`src/rtl/mem_io_pkg.sv`:
```
// Shared types and helpers for the memory/IO bridge: size codes, FSM states,
// IO offsets, store lane masks and load lane extraction.
package mem_io_pkg;

    typedef enum logic [1:0] {
        SZ_BYTE = 2'd0,
        SZ_HALF = 2'd1,
        SZ_WORD = 2'd2,
        SZ_ILL  = 2'd3
    } size_e;

    typedef enum logic [1:0] {
        ST_IDLE = 2'd0,
        ST_WAIT = 2'd1,
        ST_RESP = 2'd2
    } state_e;

    localparam int unsigned LED_OFS = 32'h00;
    localparam int unsigned SW_OFS  = 32'h40;
    localparam int          CNT_W   = 2;

    function automatic logic [3:0] lane_mask(input size_e sz, input logic [1:0] ofs);
        logic [3:0] m;
        case (sz)
            SZ_BYTE: m = 4'b0001 << ofs;
            SZ_HALF: m = 4'b0011 << ofs;
            SZ_WORD: m = 4'b1111;
            default: m = 4'b0000;
        endcase
        return m;
    endfunction

    function automatic logic [31:0] store_repl(input size_e sz, input logic [31:0] d);
        logic [31:0] r;
        case (sz)
            SZ_BYTE: r = {4{d[7:0]}};
            SZ_HALF: r = {2{d[15:0]}};
            default: r = d;
        endcase
        return r;
    endfunction

    function automatic logic [31:0] load_extend(input logic [31:0] w, input logic [1:0] ofs,
                                                input size_e sz, input logic uns);
        logic [7:0]  b;
        logic [15:0] h;
        logic [31:0] r;
        case (ofs)
            2'd0:    b = w[7:0];
            2'd1:    b = w[15:8];
            2'd2:    b = w[23:16];
            default: b = w[31:24];
        endcase
        h = ofs[1] ? w[31:16] : w[15:0];
        case (sz)
            SZ_BYTE: r = uns ? {24'h0, b} : {{24{b[7]}}, b};
            SZ_HALF: r = uns ? {16'h0, h} : {{16{h[15]}}, h};
            default: r = w;
        endcase
        return r;
    endfunction

endpackage

```
`src/rtl/mem_io_bridge_if.sv`:
```
// CPU load/store request/response bundle; master is the pipeline, slave the bridge.
interface mem_io_bridge_if #(
    parameter int ADDR_W = 32
) ();
    logic              req;
    logic              we;
    logic [1:0]        size;
    logic              load_unsigned;
    logic [ADDR_W-1:0] addr;
    logic [31:0]       wdata;
    logic [31:0]       rdata;
    logic              ready;
    logic              err;

    modport master (
        output req, we, size, load_unsigned, addr, wdata,
        input  rdata, ready, err
    );

    modport slave (
        input  req, we, size, load_unsigned, addr, wdata,
        output rdata, ready, err
    );
endinterface

```
`src/rtl/io_sync2.sv`:
```
// Generic two-flop synchroniser for asynchronous level inputs.
module io_sync2 #(
    parameter int WIDTH = 1
) (
    input  logic             clk,
    input  logic             rst,
    input  logic [WIDTH-1:0] d,
    output logic [WIDTH-1:0] q
);
    logic [WIDTH-1:0] meta;

    always_ff @(posedge clk) begin
        if (rst) begin
            meta <= '0;
            q    <= '0;
        end else begin
            meta <= d;
            q    <= meta;
        end
    end
endmodule

```
`src/rtl/mem_io_bridge.sv`:
```
// Load/store bridge: decodes data memory vs IO, handles sub-word access,
// LED registers, synchronised switches and multi-cycle memory reads.
//
// state   | meaning
// --------+-----------------------------------------------------------
// ST_IDLE | waiting for req; memory strobe and LED write happen here
// ST_WAIT | memory read in flight, down-counter to capture cycle
// ST_RESP | ready (and err on fault) asserted for one cycle
module mem_io_bridge
    import mem_io_pkg::*;
#(
    parameter int                ADDR_W  = 32,
    parameter logic [ADDR_W-1:0] IO_BASE = ADDR_W'(32'hFFFF_FC00),
    parameter int                IO_W    = 16,
    parameter int                NUM_LED = 2,
    parameter int                NUM_SW  = 2,
    parameter int                MEM_LAT = 1
) (
    input  logic                     clk,
    input  logic                     rst,
    mem_io_bridge_if.slave           cpu,
    output logic                     mem_en,
    output logic [3:0]               mem_we,
    output logic [ADDR_W-1:0]        mem_addr,
    output logic [31:0]              mem_wdata,
    input  logic [31:0]              mem_rdata,
    input  logic [NUM_SW*IO_W-1:0]   sw_in,
    output logic [NUM_LED*IO_W-1:0]  led_out
);
    state_e                   state;
    logic [CNT_W-1:0]         cnt;
    logic [31:0]              rdata_q;
    logic                     ready_q;
    logic                     err_q;
    logic [NUM_LED*IO_W-1:0]  led_q;
    logic [NUM_SW*IO_W-1:0]   sw_sync;
    logic [1:0]               lat_ofs;
    size_e                    lat_size;
    logic                     lat_uns;

    size_e             sz;
    logic [ADDR_W-1:0] io_ofs;
    logic [ADDR_W-1:0] led_rel;
    logic [ADDR_W-1:0] sw_rel;
    logic              is_io;
    logic              led_hit;
    logic              sw_hit;
    logic              misalign;
    logic              fault;
    logic              mem_go;
    logic [3:0]        lane;
    logic [31:0]       repl;
    logic [IO_W-1:0]   led_sel;
    logic [IO_W-1:0]   sw_sel;
    logic [IO_W-1:0]   merged;
    logic [31:0]       io_rd32;

    io_sync2 #(.WIDTH(NUM_SW*IO_W)) u_sw_sync (
        .clk (clk),
        .rst (rst),
        .d   (sw_in),
        .q   (sw_sync)
    );

    assign sz       = size_e'(cpu.size);
    assign is_io    = cpu.addr >= IO_BASE;
    assign io_ofs   = cpu.addr - IO_BASE;
    // Relative offsets wrap to huge values below each window, so one compare bounds both ends.
    assign led_rel  = io_ofs - ADDR_W'(LED_OFS);
    assign sw_rel   = io_ofs - ADDR_W'(SW_OFS);
    assign led_hit  = is_io && (led_rel < ADDR_W'(4 * NUM_LED));
    assign sw_hit   = is_io && (sw_rel < ADDR_W'(4 * NUM_SW));
    assign misalign = (sz == SZ_ILL)
                   || ((sz == SZ_HALF) && cpu.addr[0])
                   || ((sz == SZ_WORD) && (cpu.addr[1:0] != 2'b00));
    assign fault    = misalign || (is_io && !led_hit && !sw_hit) || (sw_hit && cpu.we);
    assign lane     = lane_mask(sz, cpu.addr[1:0]);
    assign repl     = store_repl(sz, cpu.wdata);
    assign mem_go   = (state == ST_IDLE) && cpu.req && !rst && !is_io && !fault;

    always_comb begin
        led_sel = '0;
        sw_sel  = '0;
        merged  = '0;
        for (int k = 0; k < NUM_LED; k++) begin
            if (led_rel[5:2] == 4'(k)) led_sel = led_q[k*IO_W +: IO_W];
        end
        for (int k = 0; k < NUM_SW; k++) begin
            if (sw_rel[5:2] == 4'(k)) sw_sel = sw_sync[k*IO_W +: IO_W];
        end
        for (int b = 0; b < IO_W; b++) begin
            merged[b] = lane[b/8] ? repl[b] : led_sel[b];
        end
        io_rd32 = led_hit ? 32'(led_sel) : 32'(sw_sel);
    end

    assign mem_en    = mem_go;
    assign mem_we    = (mem_go && cpu.we) ? lane : 4'b0000;
    assign mem_addr  = mem_go ? {cpu.addr[ADDR_W-1:2], 2'b00} : '0;
    assign mem_wdata = (mem_go && cpu.we) ? repl : 32'h0;
    assign led_out   = led_q;
    assign cpu.rdata = rdata_q;
    assign cpu.ready = ready_q;
    assign cpu.err   = err_q;

    always_ff @(posedge clk) begin
        if (rst) begin
            state    <= ST_IDLE;
            cnt      <= '0;
            rdata_q  <= '0;
            ready_q  <= 1'b0;
            err_q    <= 1'b0;
            led_q    <= '0;
            lat_ofs  <= '0;
            lat_size <= SZ_BYTE;
            lat_uns  <= 1'b0;
        end else begin
            unique case (state)
                ST_IDLE: begin
                    ready_q <= 1'b0;
                    err_q   <= 1'b0;
                    if (cpu.req) begin
                        if (fault) begin
                            state   <= ST_RESP;
                            ready_q <= 1'b1;
                            err_q   <= 1'b1;
                            rdata_q <= '0;
                        end else if (is_io) begin
                            state   <= ST_RESP;
                            ready_q <= 1'b1;
                            rdata_q <= cpu.we ? 32'h0
                                     : load_extend(io_rd32, cpu.addr[1:0], sz, cpu.load_unsigned);
                            if (cpu.we && led_hit) begin
                                for (int k = 0; k < NUM_LED; k++) begin
                                    if (led_rel[5:2] == 4'(k)) led_q[k*IO_W +: IO_W] <= merged;
                                end
                            end
                        end else if (cpu.we) begin
                            state   <= ST_RESP;
                            ready_q <= 1'b1;
                            rdata_q <= '0;
                        end else begin
                            state    <= ST_WAIT;
                            cnt      <= CNT_W'(MEM_LAT - 1);
                            lat_ofs  <= cpu.addr[1:0];
                            lat_size <= sz;
                            lat_uns  <= cpu.load_unsigned;
                        end
                    end
                end
                ST_WAIT: begin
                    if (cnt == '0) begin
                        rdata_q <= load_extend(mem_rdata, lat_ofs, lat_size, lat_uns);
                        ready_q <= 1'b1;
                        state   <= ST_RESP;
                    end else begin
                        cnt <= cnt - 1'b1;
                    end
                end
                ST_RESP: begin
                    ready_q <= 1'b0;
                    err_q   <= 1'b0;
                    rdata_q <= '0;
                    state   <= ST_IDLE;
                end
                default: state <= ST_IDLE;
            endcase
        end
    end
endmodule
```
`src/flat_wrapper.sv`:
```
// flat-port wrapper written by rule: the top's interface ports become plain ports
module mem_io_bridge_flat import mem_io_pkg::*;
#(
    parameter int                ADDR_W  = 32,
    parameter logic [ADDR_W-1:0] IO_BASE = ADDR_W'(32'hFFFF_FC00),
    parameter int                IO_W    = 16,
    parameter int                NUM_LED = 2,
    parameter int                NUM_SW  = 2,
    parameter int                MEM_LAT = 1
)
  (clk, rst, mem_en, mem_we, mem_addr, mem_wdata, mem_rdata, sw_in, led_out, cpu_req, cpu_we, cpu_size, cpu_load_unsigned, cpu_addr, cpu_wdata, cpu_rdata, cpu_ready, cpu_err);
  mem_io_bridge_if #(.ADDR_W(ADDR_W)) cpu_i ();
  input  logic clk;
  input  logic rst;
  output logic mem_en;
  output logic [3:0] mem_we;
  output logic [ADDR_W-1:0] mem_addr;
  output logic [31:0] mem_wdata;
  input  logic [31:0] mem_rdata;
  input  logic [NUM_SW*IO_W-1:0] sw_in;
  output logic [NUM_LED*IO_W-1:0] led_out;
  input wire logic [$bits(cpu_i.req)-1:0] cpu_req;
  input wire logic [$bits(cpu_i.we)-1:0] cpu_we;
  input wire logic [$bits(cpu_i.size)-1:0] cpu_size;
  input wire logic [$bits(cpu_i.load_unsigned)-1:0] cpu_load_unsigned;
  input wire logic [$bits(cpu_i.addr)-1:0] cpu_addr;
  input wire logic [$bits(cpu_i.wdata)-1:0] cpu_wdata;
  output wire logic [$bits(cpu_i.rdata)-1:0] cpu_rdata;
  output wire logic [$bits(cpu_i.ready)-1:0] cpu_ready;
  output wire logic [$bits(cpu_i.err)-1:0] cpu_err;
  assign cpu_i.req = cpu_req;
  assign cpu_i.we = cpu_we;
  assign cpu_i.size = cpu_size;
  assign cpu_i.load_unsigned = cpu_load_unsigned;
  assign cpu_i.addr = cpu_addr;
  assign cpu_i.wdata = cpu_wdata;
  assign cpu_rdata = cpu_i.rdata;
  assign cpu_ready = cpu_i.ready;
  assign cpu_err = cpu_i.err;
  mem_io_bridge #(.ADDR_W(ADDR_W), .IO_BASE(IO_BASE), .IO_W(IO_W), .NUM_LED(NUM_LED), .NUM_SW(NUM_SW), .MEM_LAT(MEM_LAT)) u_core (.clk(clk), .rst(rst), .cpu(cpu_i), .mem_en(mem_en), .mem_we(mem_we), .mem_addr(mem_addr), .mem_wdata(mem_wdata), .mem_rdata(mem_rdata), .sw_in(sw_in), .led_out(led_out));
endmodule
```
`config.mk`:
```
export PLATFORM = sky130hd
export DESIGN_NAME = mem_io_bridge_flat
export DESIGN_NICKNAME = d
export VERILOG_FILES = /design/src/rtl/mem_io_pkg.sv /design/src/rtl/mem_io_bridge_if.sv /design/src/rtl/io_sync2.sv /design/src/rtl/mem_io_bridge.sv /design/src/flat_wrapper.sv
export SDC_FILE = /design/constraint.sdc
export NUM_CORES = 1
export LEC_CHECK = 0
export CAP_MARGIN = 5
export CORE_MARGIN = 2
export CORE_UTILIZATION = 30
export DETAILED_ROUTE_END_ITERATION = 8
export DONT_BUFFER_PORTS = 1
export PLACE_DENSITY = 0.49
export SKIP_LAST_GASP = 1
export SYNTH_ARGS = -nofsm -noshare
export SYNTH_HDL_FRONTEND = slang
export SYNTH_SLANG_ARGS = --single-unit
```
`constraint.sdc`:
```
create_clock -name clk -period 3.1 [get_ports clk]
set_input_delay 0.31 -clock clk [delete_from_list [all_inputs] [get_ports clk]]
set_output_delay 0.31 -clock clk [all_outputs]
set_load 0.03 [all_outputs]
```
**Word level (Yosys, flattened, before mapping)**

Index checks and enable logic that the tools add are counted.
Widths: inputs -> output; s select.

- Register bits: 139
- Input bits: 135
- Output and inout port bits: 135
- Word-level logic and storage cells: 147

- Add/sub/neg operators: 3
- Order comparisons: 3
- Equal/unequal tests: 19
- Shift operators: 2
- Multiplexer cells: 64
- Bitwise logic cells: 3
- Reduce and logical (&&, ||, !) cells: 41

Operators with widths:

| cell | number |
|---|---|
| $mux 32 | 12 |
| $pmux 32 s2 | 3 |
| $mux 16 | 7 |
| $pmux 32 s3 | 1 |
| $lt 32x4->1 const B | 2 |
| $pmux 8 s3 | 2 |
| $ge 32x32->1 const B | 1 |
| $sub 32x32->32 const B | 1 |
| $sub 32x7->32 const B | 1 |
| $mux 1 | 23 |
| $mux 2 | 10 |
| $reduce_and 6->1 | 3 |
| $logic_and 1x1->1 | 13 |
| $logic_not 2->1 | 6 |
| $pmux 4 s3 | 1 |
| $eq 2x1->1 const B | 5 |
| $eq 2x2->1 const B | 5 |
| $ne 2x2->1 const B | 5 |
| $eq 4x1->1 const B | 2 |
| $logic_not 4->1 | 2 |
| $pmux 2 s2 | 2 |
| $reduce_bool 2->1 | 3 |
| $logic_not 1->1 | 5 |
| $reduce_and 5->1 | 1 |
| 13 further kinds | 19 |

**Depth between registers and ports, before layout**

Gate-level depths: netlist of run 1.

- Depth after elaboration: 14
- Mapped depth: 12
- Depth with buffers taken out: 10

**Hierarchy**

A second synthesis of run 1 with hierarchy kept.

- Cell total of the unflattened synthesis: 1,030
- Area total of the unflattened synthesis: 8,371.8 µm²

By module, submodules not included:

| module | times used | cells an instance | area each (µm²) | sequential area each (µm²) |
|---|---|---|---|---|
| mem_io_bridge | 1 | 895 | 6,453.7 | 1,501.4 |
| io_sync2 | 1 | 135 | 1,918.1 | 1,281.2 |

**Worst setup path after synthesis of run 1**

OpenSTA, ideal clock, no wires.

- Path type: input port to flip-flop
- Start: input cpu_addr[9]
- End: register u_core.rdata_q[24] (netlist: u_core.cpu.rdata[24])
- Setup time: 0.066 ns
- Arrival time: 2.603 ns
- Required time: 3.034 ns
- Setup slack: 0.431 ns
- Cell stages on the path: 9
- Path buffers: 1
- Path through: or4_1 o21ai_1 nand4_1 nor4_4 a221oi_1 a2111oi_0 a21oi_1 buf_6 a21oi_2

- Word-level cells in the longest chain between the ends: 12
- Elaborated cells between the ends (all ways): 27
- Those cells by class: 2 x add/sub; 3 x order compare; 1 x eq/ne; 11 x mux; 10 x reduce/logical

Ends and longest elaborated chain:

| element | RTL line | source |
|---|---|---|
| start: declaration | flat_wrapper.sv:26 | `input wire logic [$bits(cpu_i.addr)-1:0] cpu_addr;` |
| branches (longest 12 deep; another with $sub 32x32->32) | -- |  |
| end signal: assignment | mem_io_bridge.sv:131 | `rdata_q <= cpu.we ? 32'h0` |
| end signal: assignment | mem_io_bridge.sv:153 | `rdata_q <= load_extend(mem_rdata, lat_ofs, lat_size, lat_uns);` |
| end: declaration | mem_io_bridge.sv:32 | `logic [31:0] rdata_q;` |

Several ways; the timed one is not identified. The select of a mux whose other input is x is not followed.
A chain may end at the register's enable or synchronous reset.

**Worst setup path after layout of run 1**

- Start: register u_core.state[1]
- End: output mem_addr[9]

- Word-level cells in the longest chain between the ends: 6

Ends and longest elaborated chain:

| element | RTL line | source |
|---|---|---|
| start: declaration | mem_io_bridge.sv:30 | `state_e state;` |
| start signal: assignment | mem_io_bridge.sv:108 | `state <= ST_IDLE;` |
| start signal: assignment | mem_io_bridge.sv:124 | `state <= ST_RESP;` |
| start signal: assignment | mem_io_bridge.sv:129 | `state <= ST_RESP;` |
| $logic_not 2->1 | mem_io_bridge.sv:79 | `assign mem_go = (state == ST_IDLE) && cpu.req && !rst && !is_io && !fault;` |
| $logic_and 1x1->1 (4 in series) | mem_io_bridge.sv:79 |  |
| $mux 32 | mem_io_bridge.sv:99 | `assign mem_addr = mem_go ? {cpu.addr[ADDR_W-1:2], 2'b00} : '0;` |
| end: declaration | flat_wrapper.sv:17 | `output logic [ADDR_W-1:0] mem_addr;` |

Every way passes these cells.

==> metrics.yaml, run 1 <==
logic_synthesis:
  synthFlopType: "dfxtp_1"
  avgSynthCellArea_um2: 7.87
  synth_seq_cells: 139
  yosysSeqAreaShare_pct: 36.2
  synthTopCellsByArea: "dfxtp_1 (36%), mux2i_1 (8.5%), nor2b_1 (5.6%), o21ai_0 (5.6%), nor2_1 (5.3%)"
  synth_top_area_cell: "dfxtp_1"
  syn_inst: 978
  synth_edf_count: 0
  synth_cell_types: 61
  ys_top_cells_by_count: "dfxtp_1 (139), nor2_1 (109), o21ai_0 (86)"
  syn-cell-area_um2: 7690
  yosysWarnings: 0
  synth_async_sr_flop_share_pct: 0
  synth_most_common_cell: "dfxtp_1"
  yosysTopAreaCellShare_pct: 36.2
worst_setup_path:
  cp.arrival_ns: 2.55
  crit_type: "flop to output pin"
  cp_max_fo: 30
  cp_data_required_time_ns: 2.79
  end_kind: "output pin"
  startpoint_type: "flop"
route:
  initialDrtViolationCount: 490
  post_drt_wl_per_cell_um: 20.4
  ant_nets: 0
  viasPerCell: 5.25
  drt_first_pass_iters: 6
  drc: 0
  vias: 7024
  routed_wl_mm: 27.3
timing:
  worst_pin_slew_ns: 0.617
  rsz0062_at_grt: "no"
  fin_crit_ns: 2.86
  holdWs_ns: 0.0136
  relSlewSlack_pct: 58.7
  setup_viol: 0
  slew_violations: 0
  fin_crit_sh_pct: 92.3
  clock.fmax_mhz: 349
  tns_ns: 0
  skew_ns: 0.0174
  worst_slack_ns: 0.238
  hold_violations: 0
job:
  max_cap_violations: 0
cts:
  root_buffer: "clkbuf_16"
  clockBufferDepth: 2
  numCtsBuffers: 17
  htreeDepth: 4
  cts_tree: "yes"
  clock_sinks: 139
  path_clk_slew_ns: 0.07
  clk_latency_ns: 0.43
  cts_resized: 0
place:
  gp_congestion: 0.840
  dp_hpwl_mm: 20.5
  post_dp_cell_area_um2: 8250
  place_inst: 1288
  pre_cts_ws_ns: 0.0639
  numPortBuffers: 0
global_route:
  grt_pass1_wl_mm: 40.3
  grt_pass1_vias: 6653
  grt_max_degree: 78
  antenna_found_initial: 3
  overflow: 0
  grtUsageTotal_pct: 19.8
power_and_ir_drop:
  power_mw: 4.71
  ir_drop_mv: 0.315
  p_leak_nw: 3.39
  power.density_nw_per_um2: 522
floorplan:
  io_pins: 270
  die_h_um: 164
  chipWidth_um: 164
  die-area_um2: 26900
  fp-row-count: 58
  design.core.area_um2: 25200
  start_util_pct: 30.6
layout:
  final_cells: 1337
  utilization_pct: 35.8
  drive_above_1_share_pct: 13.1
  fin_nets: 1132
  final_area_um2: 9020
  syn2layout_area_growth_pct: 17.2
status:
  outcome: "finished clean"
min_path:
  min_path_type: "primary input to flop"
==> layer usage <==
metal  wire [um]  part of all wire, %  vias up  global-route usage (%)
met1       11800                   43     3268                    25.1
met3        2290                  8.4       18                    6.14
met2       12900                   47      247                    32.7
li1            -                    -     3491                       -
met5           0                    0        -                       0
met4         350                  1.3        0                    5.10
==> logic make-up (layout without fill, tap and decap cells) <==
kind of cell / count (synthesis) / count (layout) / share of synthesized area [%]
compound gates: 236 / 236 / 19.1
xor+xnor: 7 / 7 / 0.797
fa+ha+maj: 7 / 7 / 1.14
buf+inv: 95 / 119 / 4.96
flops: 139 / 139 / 36.2
mux: 74 / 74 / 9.77
other cells: 1 / 6 / 0.0487
simple gates: 419 / 419 / 28.0
==> what timing repair did <==
| item | 4_1_cts | 5_1_grt |
|---|---|---|
| endpoints found under the setup margin | 2 | 0 |
| hold buffers | 11 | 0 |
| buffers inserted | 2 | 0 |
| hold endpoints to repair | 77 | 0 |
==> area by class of cell <==
| cell class | count | area (um2) |
|---|---|---|
| Antenna cell | 4 | 10.0 |
| Clock buffer | 17 | 425 |
| Clock inverter | 15 | 193 |
| Fill cell | 2626 | 16200 |
| Inverter | 20 | 75.1 |
| Multi-Input combinational cell | 745 | 4550 |
| Sequential cell | 139 | 2780 |
| Tap cell | 330 | 413 |
| Timing Repair Buffer | 67 | 573 |
==> flip-flops by register name (all words and copies together) (netlist names) <==
signal and cells:
u_core.u_sw_sync.q 32, u_core.cnt 2, u_core.state 2, u_core.u_sw_sync.meta 32, u_core.cpu.err 1, u_core.lat_uns 1, u_core.cpu.ready 1, u_core.led_out 32
u_core.lat_size 2, u_core.cpu.rdata 32, u_core.lat_ofs 2
==> placed cells by master, fill, tap and decap left out, types with 5 or more instances in the layout <==
master and count:
buf_4 54, o21ai_0 86, a31o_2 8, dfxtp_1 139, and3_1 16, nor4_1 12, nand4_1 12, inv_6 5
and2_1 31, a221o_1 8, ha_1 7, nand3_1 38, xnor2_1 5, mux2_2 9, nor3_1 21, nor2b_1 69
a21oi_1 48, nand2_1 78, a31oi_1 8, clkbuf_16 17, dlygate4sd3_1 10, o21ai_1 5, o31ai_1 24, inv_1 19
a21oi_2 10, o211ai_1 15, inv_8 5, mux2i_1 65, nor2_1 108
==> worst paths after layout <==
kind,startpoint,to,slack (ns),depth (start not counted)
setup / recovery,u_core.state[1]$_SDFFE_PP0P_,mem_addr[9],0.24,8
hold / removal,sw_in[29],u_core.u_sw_sync.meta[29]$_SDFF_PP0_,0.01,1
setup reg to reg,u_core.state[1]$_SDFFE_PP0P_,u_core.cpu.rdata[6]$_SDFFE_PP0P_,0.65,10
hold reg to reg,u_core.u_sw_sync.meta[17]$_SDFF_PP0_,u_core.u_sw_sync.q[17]$_SDFF_PP0_,0.44,1
==> power by group <==
group	internal (mW)	switching, mW	total [mW]
sequential	1.87	0.112	1.98
clock	1.23	0.923	2.16
combinational	0.216	0.360	0.576
==> worst max-delay path: stages (launching register included) <==
cell     delay (ns)
dfxtp_1        0.35
inv_1          0.10
ha_1           0.34
nand2_1        0.13
nor2_1         0.14
nand2_1        0.16
nor2_4         0.21
buf_4          0.30
and2_1         0.40
(Power assumes the default switching activity.)
==> run 2, diff against run 1 <==
- CAP_MARGIN: 5 -> not set
- CORE_MARGIN: 2 -> not set
==> metrics.yaml, run 2 (synthesis results as in run 1) <==
cts:
  clock_sinks: 139  # unchanged
  root_buffer: "clkbuf_16"
  cts_resized: 0  # unchanged
  clk_latency_ns: 0.43  # about the same
  post_cts_buffers: 0  # -2
  path_clk_slew_ns: 0.07  # about the same
  clockBufferDepth: 2  # unchanged
  cts_tree: "yes"
  htreeDepth: 4  # unchanged
  cts_hold_buf: 14  # +3
  numCtsBuffers: 17  # unchanged
job:
  max_cap_violations: 0  # unchanged
route:
  wl_met3_mm: 2.05  # -10%
  drc: 0  # unchanged
  drt_first_pass_iters: 5  # -1
  routed_wl_mm: 26.9  # -1.5%
  drt-met1-wl_mm: 11.5  # -2.8%
  initialDrtViolationCount: 482  # -1.6%
  vias: 7045  # +0.30%
  viasPerCell: 5.27  # +0.22%
  met2WireLength_mm: 13.1  # +2.1%
  ant_nets: 0  # unchanged
  top_layer: "met4"
  post_drt_wl_per_cell_um: 20.1  # -1.5%
worst_setup_path:
  end_kind: "output pin"
  r2r-start: "u_core.state[1]$_SDFFE_PP0P_"
  max_stage_delay_ns: 0.48  # +0.08 ns
  cp_max_fo: 18  # -40%
  r2r_setup_slack_ns: 0.59  # -0.06 ns
  cp_cell_sequence: "ha_1 > nand4_1 > nor2_1 > nand4_1 > or4_1 > nand2_1 > nor2_4 > nand2_1 > buf_4 > nor2_1 > buf_4"
  startpoint_type: "primary input"
  r2r_cells: 8  # -2
  crit_type: "primary input to output pin"
  r2r_end: "u_core.cpu.rdata[7]$_SDFFE_PP0P_"
  cp.arrival_ns: 2.59  # +0.04 ns
  cp_data_required_time_ns: 2.79  # about the same
  slowest_stage: "or4_1"
timing:
  setup_viol: 0  # unchanged
  skew_ns: 0.0105  # -0.00694 ns
  rsz0062_at_grt: "no"
  relSlewSlack_pct: 59.3  # +0.62 points
  worst_pin_slew_ns: 0.602  # -0.0148 ns
  tns_ns: 0  # unchanged
  clock.fmax_mhz: 345  # -1.3%
  slew_violations: 0  # unchanged
  fin_crit_ns: 2.90  # +0.0368 ns
  fin_crit_sh_pct: 93.5  # +1.2 points
  hold_violations: 0  # unchanged
layout:
  fillers: 2643  # +0.65%
  drive_above_1_share_pct: 13.1  # +0.047 points
  fin_nets: 1136  # +0.35%
  layout_commonest_cell: "dfxtp_1"
  utilization_pct: 35.9  # +0.14 points
  syn2layout_area_growth_pct: 17.7
  final_cell_mix: "dfxtp_1 (139), nor2_1 (108), o21ai_0 (86)"
min_path:
  min_to: "u_core.u_sw_sync.meta[31]$_SDFF_PP0_"
  min_path_type: "primary input to flop"
  hold_path_depth: 1  # unchanged
  hp-start: "sw_in[31]"
global_route:
  grt_pass1_wl_mm: 40.0  # -0.75%
  overflow: 0  # unchanged
  grt_pass1_vias: 6723  # +1.1%
  grtUsageTotal_pct: 20.2  # +0.33 points
  antenna_found_initial: 0  # -3
  grt_max_degree: 78  # unchanged
floorplan:
  die_h_um: 162  # -1.2%
  io_pins: 270  # unchanged
  fp-row-count: 58  # unchanged
  start_util_pct: 30.6  # unchanged
  chipWidth_um: 162  # -1.2%
  die-area_um2: 26300  # -2.4%
  design.core.area_um2: 25200  # unchanged
place:
  gp_congestion: 0.857  # +2.0%
  numPortBuffers: 0  # unchanged
  dp_hpwl_mm: 20.3  # -0.86%
power_and_ir_drop:
  ir_drop_mv: 0.294  # -6.6%
  power.density_nw_per_um2: 521  # -0.28%
  power_mw: 4.72  # +0.10%
  p_leak_nw: 3.41  # +0.42%
status:
  outcome: "finished clean"
-- run 2: changes by cell type in the layout (fill, tap and decap cells not counted) --
| cell | change |
|---|---|
| buf_4 | +1 |
| clkinv_8 | +1 |
| diode_2 | -3 |
| dlygate4sd3_1 | +3 |
| inv_8 | -1 |
-- run 2: area by class of cell --
type	count	area, um2	area share [%]
multi-input combinational	745	4550	50.2
sequential	139	2780	30.7
timing repair buffer	71	611	6.74
clock buffer	17	425	4.70
tap	330	413	4.56
clock inverter	15	198	2.18
inverter	20	75.1	0.829
antenna	1	2.50	0.0276
-- run 2: power by group --
part	total, mW	switching (mW)	internal [mW]	leakage (nW)
sequential	1.98	0.112	1.87	1.14
combinational	0.580	0.362	0.217	1.96
clock	2.16	0.924	1.23	0.303
-- run 2: metrics by stage --
step	area [um2]	hold WS, ns	worst slack (ns)	std cells
2_1_floorplan	7700	0.414	0.431	979
3_3_place_gp	8270	0.390	0.133	1291
3_5_place_dp	8270	0.390	0.0720	1291
4_1_cts	9050	0.000549	0.261	1337
5_1_grt	9050	0.00167	0.0775	1337
6_report	9050	0.00751	0.201	1338
-- run 2: worst max-delay path: cells and delay by family --
| family | cells | cell delay (ns) |
|---|---|---|
| simple gates | 8 | 1.70 |
| fa+ha+maj | 1 | 0.15 |
| buf+inv | 2 | 0.43 |
-- run 2: worst max path at each step --
stage,from,endpoint,slack (ns),depth (start not counted)
floorplan,cpu_addr[9],u_core.cpu.rdata[24]$_SDFFE_PP0P_,0.43,9
global placement,cpu_addr[9],u_core.cpu.rdata[14]$_SDFFE_PP0P_,0.13,9
detailed placement,cpu_addr[9],u_core.cpu.rdata[9]$_SDFFE_PP0P_,0.07,9
CTS,cpu_addr[10],mem_wdata[9],0.26,11
global route,cpu_addr[10],mem_wdata[10],0.08,11
finish,cpu_addr[10],mem_wdata[9],0.20,11
-- run 2: metal layers --
metal,vias up,GRT usage [%]
li1,3489,-
met2,247,34.6
met1,3290,25.0
met3,19,5.49
met5,-,0
met4,0,4.63
